### src/rtl/fifo_write_arbiter.sv
// Two-requester write arbiter for a synchronous FIFO: round-robin, burst-limited, locked grants with stall timeout.
// Define FIFO_WRITE_ARBITER_STATS_EN to build the saturating per-source write counters.
module fifo_write_arbiter #(
    parameter int pDATA_WIDTH = 8,
    parameter int pBURST      = 4,
    parameter int pTIMEOUT    = 16
) (
    input  logic                   clk,
    input  logic                   reset,
    input  logic                   s0_valid,
    input  logic [pDATA_WIDTH-1:0] s0_data,
    input  logic                   s0_last,
    output logic                   s0_ready,
    input  logic                   s1_valid,
    input  logic [pDATA_WIDTH-1:0] s1_data,
    input  logic                   s1_last,
    output logic                   s1_ready,
    output logic                   fifo_wen,
    output logic [pDATA_WIDTH:0]   fifo_wdata,
    input  logic                   fifo_full,
    output logic [1:0]             grant,
    output logic                   timeout_flag,
    output logic [15:0]            s0_count,
    output logic [15:0]            s1_count
);

    typedef enum logic [1:0] {IDLE, GRANT0, GRANT1} state_t;

    state_t     state;
    state_t     state_next;
    logic [7:0] burst_cnt;
    logic [7:0] tmo_cnt;
    logic       last_served;
    logic       owner_last;
    logic       handshake;
    logic       burst_done;
    logic       tmo_hit;
    logic       release_grant;

    always_comb begin
        s0_ready      = (state == GRANT0) && !fifo_full;
        s1_ready      = (state == GRANT1) && !fifo_full;
        owner_last    = (state == GRANT1) ? s1_last : s0_last;
        handshake     = (s0_ready && s0_valid) || (s1_ready && s1_valid);
        fifo_wen      = handshake;
        fifo_wdata    = (state == GRANT1) ? {1'b1, s1_data} : {1'b0, s0_data};
        grant         = {state == GRANT1, state == GRANT0};
        burst_done    = handshake && (owner_last || burst_cnt == 8'(pBURST - 1));
        // Stall cycles are exactly the granted cycles without a handshake
        tmo_hit       = (state != IDLE) && !handshake && tmo_cnt == 8'(pTIMEOUT - 1);
        release_grant = burst_done || tmo_hit;

        state_next = state;
        case (state)
            IDLE: begin
                if (s0_valid && s1_valid) state_next = last_served ? GRANT0 : GRANT1;
                else if (s0_valid)        state_next = GRANT0;
                else if (s1_valid)        state_next = GRANT1;
            end
            GRANT0: if (release_grant) state_next = s1_valid ? GRANT1 : (s0_valid ? GRANT0 : IDLE);
            GRANT1: if (release_grant) state_next = s0_valid ? GRANT0 : (s1_valid ? GRANT1 : IDLE);
            default: state_next = IDLE;
        endcase
    end

    always_ff @(posedge clk or posedge reset) begin
        if (reset) begin
            state        <= IDLE;
            last_served  <= 1'b1;
            burst_cnt    <= '0;
            tmo_cnt      <= '0;
            timeout_flag <= 1'b0;
        end else begin
            state <= state_next;
            if (state_next == GRANT0)      last_served <= 1'b0;
            else if (state_next == GRANT1) last_served <= 1'b1;
            // Every grant entry comes from IDLE or a release, so both clear the counters
            if (state == IDLE || release_grant) begin
                burst_cnt <= '0;
                tmo_cnt   <= '0;
            end else if (handshake) begin
                burst_cnt <= burst_cnt + 8'd1;
                tmo_cnt   <= '0;
            end else begin
                tmo_cnt   <= tmo_cnt + 8'd1;
            end
            if (tmo_hit) timeout_flag <= 1'b1;
        end
    end

`ifdef FIFO_WRITE_ARBITER_STATS_EN
    logic [15:0] cnt0;
    logic [15:0] cnt1;

    always_ff @(posedge clk or posedge reset) begin
        if (reset) begin
            cnt0 <= '0;
            cnt1 <= '0;
        end else begin
            if (s0_ready && s0_valid && cnt0 != 16'hFFFF) cnt0 <= cnt0 + 16'd1;
            if (s1_ready && s1_valid && cnt1 != 16'hFFFF) cnt1 <= cnt1 + 16'd1;
        end
    end

    assign s0_count = cnt0;
    assign s1_count = cnt1;
`else
    assign s0_count = '0;
    assign s1_count = '0;
`endif

endmodule

### config.mk
export PLATFORM = sky130hd
export DESIGN_NAME = fifo_write_arbiter
export DESIGN_NICKNAME = d
export VERILOG_FILES = /design/src/rtl/fifo_write_arbiter.sv
export SDC_FILE = /design/constraint.sdc
export NUM_CORES = 1
export LEC_CHECK = 0
export CAP_MARGIN = 20
export CORE_MARGIN = 2
export CORE_UTILIZATION = 40
export CTS_CLUSTER_SIZE = 30
export DETAILED_ROUTE_END_ITERATION = 8
export PLACE_DENSITY_LB_ADDON = 0.15
export SKIP_LAST_GASP = 1
export SLEW_MARGIN = 40
export SYNTH_ARGS = -nofsm -noshare
export SYNTH_HDL_FRONTEND = slang
export SYNTH_SLANG_ARGS = --single-unit
### constraint.sdc
create_clock -name clk -period 5.94 [get_ports clk]
set_input_delay 1.188 -clock clk [delete_from_list [all_inputs] [get_ports clk]]
set_output_delay 1.188 -clock clk [all_outputs]
set_load 0.02 [all_outputs]
==> results of run 1 <==
metrics by stage:
stage               instance area [um^2]  hold slack [ps]  setup WS (ps)
floorplan                           1540              425           3080
finish                              1750              464           1940
global placement                    1720              446           1950
detailed placement                  1720              455           1950
CTS                                 1750              470           1950
global route                        1750              492           1820
worst min path at each step:
stage / start / end / slack, ps / depth (start not counted)
2_1_floorplan: tmo_cnt[0] / tmo_cnt[0] / 430 / 1
3_3_place_gp: tmo_cnt[0] / tmo_cnt[0] / 450 / 1
3_5_place_dp: tmo_cnt[0] / tmo_cnt[0] / 450 / 1
4_1_cts: tmo_cnt[0] / tmo_cnt[0] / 470 / 1
5_1_grt: tmo_cnt[0] / tmo_cnt[0] / 490 / 1
6_report: tmo_cnt[0] / tmo_cnt[0] / 460 / 1
layout make-up:
cell class	instances	area (um^2)	area share, %
clock buffers	4	36.3	2.07
inverters	4	15.0	0.857
multi-input cells	124	764	43.6
flip-flops and latches	20	502	28.6
well taps	46	57.6	3.28
repair buffers	38	378	21.6
state kept, by name, summed over array words and instances (netlist names):
name / count
timeout_flag: 1
last_served: 1
state: 2
tmo_cnt: 8
burst_cnt: 8
placed cells by master, fill, tap and decap left out, types with 3 or more instances in the layout:
cell / n
nand2_1: 3
ha_1: 3
dfrtp_1: 19
nor2_1: 22
inv_1: 3
xnor2_1: 6
nand2b_1: 3
and3_1: 3
xor2_1: 6
nand4_1: 4
clkdlybuf4s50_1: 37
a21oi_1: 3
mux2_2: 9
conb_1: 32
clkbuf_4: 3
routing by layer:
metal / wire (um) / part of all wire [%] / vias to the layer above / GRT usage (%)
met5: 0 / 0 / - / 0
met4: 27 / 1.0 / 0 / 6.25
met3: 235 / 8.7 / 2 / 5.00
met2: 1360 / 50 / 60 / 25.3
met1: 1080 / 40 / 491 / 16.8
li1: - / - / 527 / -
logic make-up (layout without fill, tap and decap cells):
family,Yosys count,after routing
AND/OR/NAND/NOR,54,54
multiplexers,11,11
buffers and inverters,40,46
flip-flops,20,20
adder cells (fa/ha/maj),3,3
other,1,32
AO/OA/AOI/OAI,12,12
XOR/XNOR,12,12
report_power, final:
part / leakage, nW / switching (mW) / internal [mW]
logic: 0.515 / 0.148 / 0.130
clock network: 0.0210 / 0.0413 / 0.0373
registers: 0.268 / 0.0302 / 0.164
total: 0.804 / 0.219 / 0.331
critical path, cell delays in order:
cell	delay, ps
clkdlybuf4s50_1	570
nand3b_1	100
a21oi_1	150
buf_4	190
clkdlybuf4s50_1	610
==> results by group, run 1 <==
Routing
  – Total number of vias: between 1k and 1.5k
  – DRT iter0 DRCs: 60
  – DR pass1 iterations: 4
  – Antenna-violating nets left: 0
  – Final Routed Wirelength: 2700 um
  – Vias/cell: about 4.6
  – Per-cell routed wire length: 11.4 um
  – Number of remaining DRC errors: 0

Critical path
  – Worst Path Max Fanout: 11
  – CP endpoint kind: output port
  – Reg2reg setup slack: 3390 ps
  – Crit Path Class: primary input to output port
  – Worst r2r path cells: 7
  – Worst setup path start: s1_valid
  – R2R Path End: last_served
  – Critical Path AT: 2820 ps
  – Startpoint Class: primary input
  – Critical path endpoint: fifo_wen
  – Reg2reg start: state[0]
  – Required @ worst endpoint: 4750 ps

CTS
  – Clock Latency Late Sink: about 300 ps
  – Sink Count: 20
  – Post_cts resized: 0
  – Root Driver: clkbuf_4
  – CTS H-tree lvls: 1
  – Post CTS Setup Buffer Count: 0
  – Num CTS Buffers: 3
  – CTS tree: done
  – Clk buf depth: 2
  – Hold_buf cts: 0
  – Reg clk slew, reported paths: 110 ps

Synthesis
  – Ranking of synthesized cells by area: dfrtp_1 (33%), buf_4 (17%), mux2_2 (7.1%)
  – Register area share after synthesis: 35.2%
  – Post-synthesis xor/xnor area fraction: 7.37%
  – Ys flop type: dfrtp_1
  – Post-Syn Area per Cell: 9.31 um^2
  – Netlist cell types: 40
  – FFs w/ async S/R, synth: 100%
  – Main combinational cell family by area after synthesis: simple AND/OR/NAND/NOR gates
  – Area leader, netlist: dfrtp_1
  – Post-synth top cells: buf_4 (33), nor2_1 (22), dfrtp_1 (19), mux2_2 (9)
  – Mux contribution to synthesized area: 8.52%
  – Adder-Cell Fraction of Synth Area: around 2.6%
  – Area fraction of the dominant cell type after synthesis: 33.4%
  – Synth Instances: ~150
  – Synth Area in Simple Gates: around 21%
  – Ys Warns: 0
  – Post-synth EDFFs: 0
  – Area of the mapped netlist: roughly 1400 um^2
  – Complex-gate fraction of the synthesized area: under 10%
  – Yosys reg bits: 20
  – Most common cell in the synthesized netlist: buf_4

Floorplanning
  – FP Rows: 21
  – I/O Pins: 70
  – Die Y: 63.7 um
  – CORE AREA: 3390 um^2
  – Die Width: 63.7 um
  – Starting Density: 42.0%
  – Die area: roughly 4000 um^2

Power
  – VDD IR-drop max: 0.122 mV
  – Pwr/cell area: 314 nW/um^2
  – Leak: a little over 0.8 nW
  – Power Total: 0.551 mW

Finish
  – Final #Nets: 217
  – # fillers: 313
  – Layout area overhead: 23.0%
  – Layout cell share with drive strength beyond 1: about a tenth
  – # diodes: 0
  – Post-Route Utilization: 51.7%
  – Non-Filler Instances: 236

Global routing
  – Total gr overflow: 0
  – Initial antenna violation count: 0
  – Total GRT Usage: approximately 15%
  – Largest net degree at the start of global routing: 21
  – First-pass GRT wire length: 4760 um
  – Vias in the first global route: 1,080

STA
  – # setup viols final: 0
  – Final min period: 4000 ps
  – RSZ-0062 raised after global routing: false
  – Fmax: between 200 and 250 MHz
  – Post-Route Setup TNS: 0 ps
  – Endpoints failing hold: 0
  – Max-slew headroom: 51.6%
  – Slew Limit Fails: 0
  – Worst slew pin tran: 721 ps
  – Final period util: 67.4%
  – Worst clock skew: 7.21 ps

Placed design
  – Routability cong.: roughly 0.91
  – PortBufs: 37
  – Hpwl dp: 2110 um
  – Cells after DPL: 232

Hold path
  – Worst hold path class: register to register

Run status
  – Status: completed

Job
  – Total of max-cap violations: 0
(Power assumes the default switching activity.)
==> inputs of run 2 (changes only) <==
clock period = 3.9 ns   (was 5.94 ns; I/O delays follow)
==> run 2 against run 1 <==
  * Register-to-register slack got worse by 2000 ps
  * Hold slack got worse by 6.6 ps
  * Critical endpoint unchanged
  * Non-clock buffer count did not move
  * Sequential share of layout area rose by 0.16 points
  * Combinational power rose by 51%
  * Critical path type unchanged
  * Largest power group unchanged
==> results by group, run 2 (synthesis results as in run 1) <==
Critical path
  – Reg2reg start: state[0]
  – Required @ worst endpoint: 3120 ps
  – Reg2reg setup slack: approximately 1400 ps
  – CP endpoint kind: output port
  – Critical Path AT: around 2400 ps
  – Crit Path Class: primary input to output port
  – Worst Path Max Fanout: 6
  – Worst r2r path cells: 7
  – Startpoint Class: primary input
  – R2R Path End: last_served

Placed design
  – Cells after DPL: ~230
  – PortBufs: 37
  – Hpwl dp: 2120 um
  – Routability cong.: 0.926

Floorplanning
  – Die area: between 4000 and 5000 um^2
  – Die Width: 63.7 um
  – Starting Density: a little over two fifths
  – Die Y: about 64 um
  – FP Rows: 21
  – I/O Pins: 70
  – CORE AREA: between 3000 and 4000 um^2

Routing
  – Final Routed Wirelength: 2630 um
  – Per-cell routed wire length: 11.1 um
  – Vias/cell: 4.71
  – DR pass1 iterations: 4
  – DRT iter0 DRCs: 30
  – Antenna-violating nets left: 0
  – Total number of vias: 1,111
  – Number of remaining DRC errors: 0

CTS
  – CTS tree: done
  – Hold_buf cts: 0
  – Post_cts resized: 0
  – Root Driver: clkbuf_4
  – Sink Count: 20
  – Reg clk slew, reported paths: 110 ps
  – Clock Latency Late Sink: 290 ps
  – Post CTS Setup Buffer Count: 0
  – Num CTS Buffers: 3
  – CTS H-tree lvls: 1
  – Clk buf depth: 2

STA
  – Worst clock skew: 2.25 ps
  – Final min period: 3130 ps
  – Post-Route Setup TNS: 0 ps
  – Slew Limit Fails: 0
  – Max-slew headroom: 51.9%
  – Hold_ws: 457 ps
  – # setup viols final: 0
  – Fmax: roughly 320 MHz
  – RSZ-0062 raised after global routing: false
  – Endpoints failing hold: 0
  – Worst slew pin tran: roughly 720 ps
  – Final period util: 80.2%

Global routing
  – Initial antenna violation count: 0
  – Total GRT Usage: 14.0%
  – First-pass GRT wire length: 4510 um
  – Total gr overflow: 0
  – Largest net degree at the start of global routing: 21
  – Vias in the first global route: roughly 1.1k

Run status
  – Status: completed

Job
  – Total of max-cap violations: 0

Hold path
  – WHS Endpoint: tmo_cnt[0]
  – Hold Crit Depth: 1
  – Hold Crit Start: tmo_cnt[0]
  – Worst hold path class: register to register

Finish
  – # diodes: 0
  – # fillers: ~330
  – Final #Nets: 217
  – Layout cell share with drive strength beyond 1: approximately a tenth
  – Leading cell type in the layout, fill and taps excluded: clkdlybuf4s50_1
  – Most frequent cells in the layout: clkdlybuf4s50_1 (37), conb_1 (32), nor2_1 (22)
  – Non-Filler Instances: 236
  – Biggest regs: burst_cnt: 8 flops, tmo_cnt: 8 flops, state: 2 flops
  – Layout area overhead: 22.3%
  – Post-Route Utilization: 51.4%

Power
  – Leak: roughly 0.8 nW
  – VDD IR-drop max: 0.194 mV
  – Pwr/cell area: around 470 nW/um^2
[run 2: cell types whose count changed in the layout (fill, tap and decap cells not counted)]
cell and delta:
clkbuf_1 +1, clkbuf_8 -1
[run 2: stage by stage]
step / area, um^2 / power, mW / setup slack (ps)
final: 1740 / 0.815 / 770
after global routing: 1740 / 0.878 / 662
after CTS: 1740 / 0.828 / 741
after detailed placement: 1720 / 0.726 / 744
after global placement: 1720 / 0.717 / 767
after floorplan: 1540 / 0.610 / 1620
[run 2: cell type report]
class | count | area (um^2) | area share [%]
multi-input cells | 124 | 764 | 43.9
flip-flops and latches | 20 | 502 | 28.8
repair buffers | 38 | 378 | 21.7
well taps | 46 | 57.6 | 3.30
clock buffers | 4 | 26.3 | 1.51
inverters | 4 | 15.0 | 0.861
[run 2: metal layers]
metal	global-route usage (%)	up-vias	wire [um]
met5	0	-	0
met1	15.4	520	994
met2	25.0	60	1330
met4	4.89	0	37
li1	-	527	-
met3	4.46	4	265
[run 2: power breakdown]
group | internal (mW) | leakage [nW] | total [mW] | switching (mW)
clock network | 0.0397 | 0.0150 | 0.0992 | 0.0595
registers | 0.250 | 0.268 | 0.296 | 0.0464
logic | 0.198 | 0.515 | 0.419 | 0.222
[run 2: critical path, stage by stage]
cell	delay (ps)
clkdlybuf4s50_1	560
nand3b_1	100
a21oi_1	260
clkdlybuf4s50_1	650
[run 2: worst max path at each step]
stage / start / to / slack (ps) / cells past startpoint
after floorplan: fifo_full / last_served / 1620 / 8
after global placement: s1_valid / fifo_wen / 770 / 4
after CTS: s1_valid / fifo_wen / 740 / 4
final: s1_valid / fifo_wen / 770 / 4
after detailed placement: s1_valid / fifo_wen / 740 / 4
after global routing: s1_valid / fifo_wen / 660 / 4
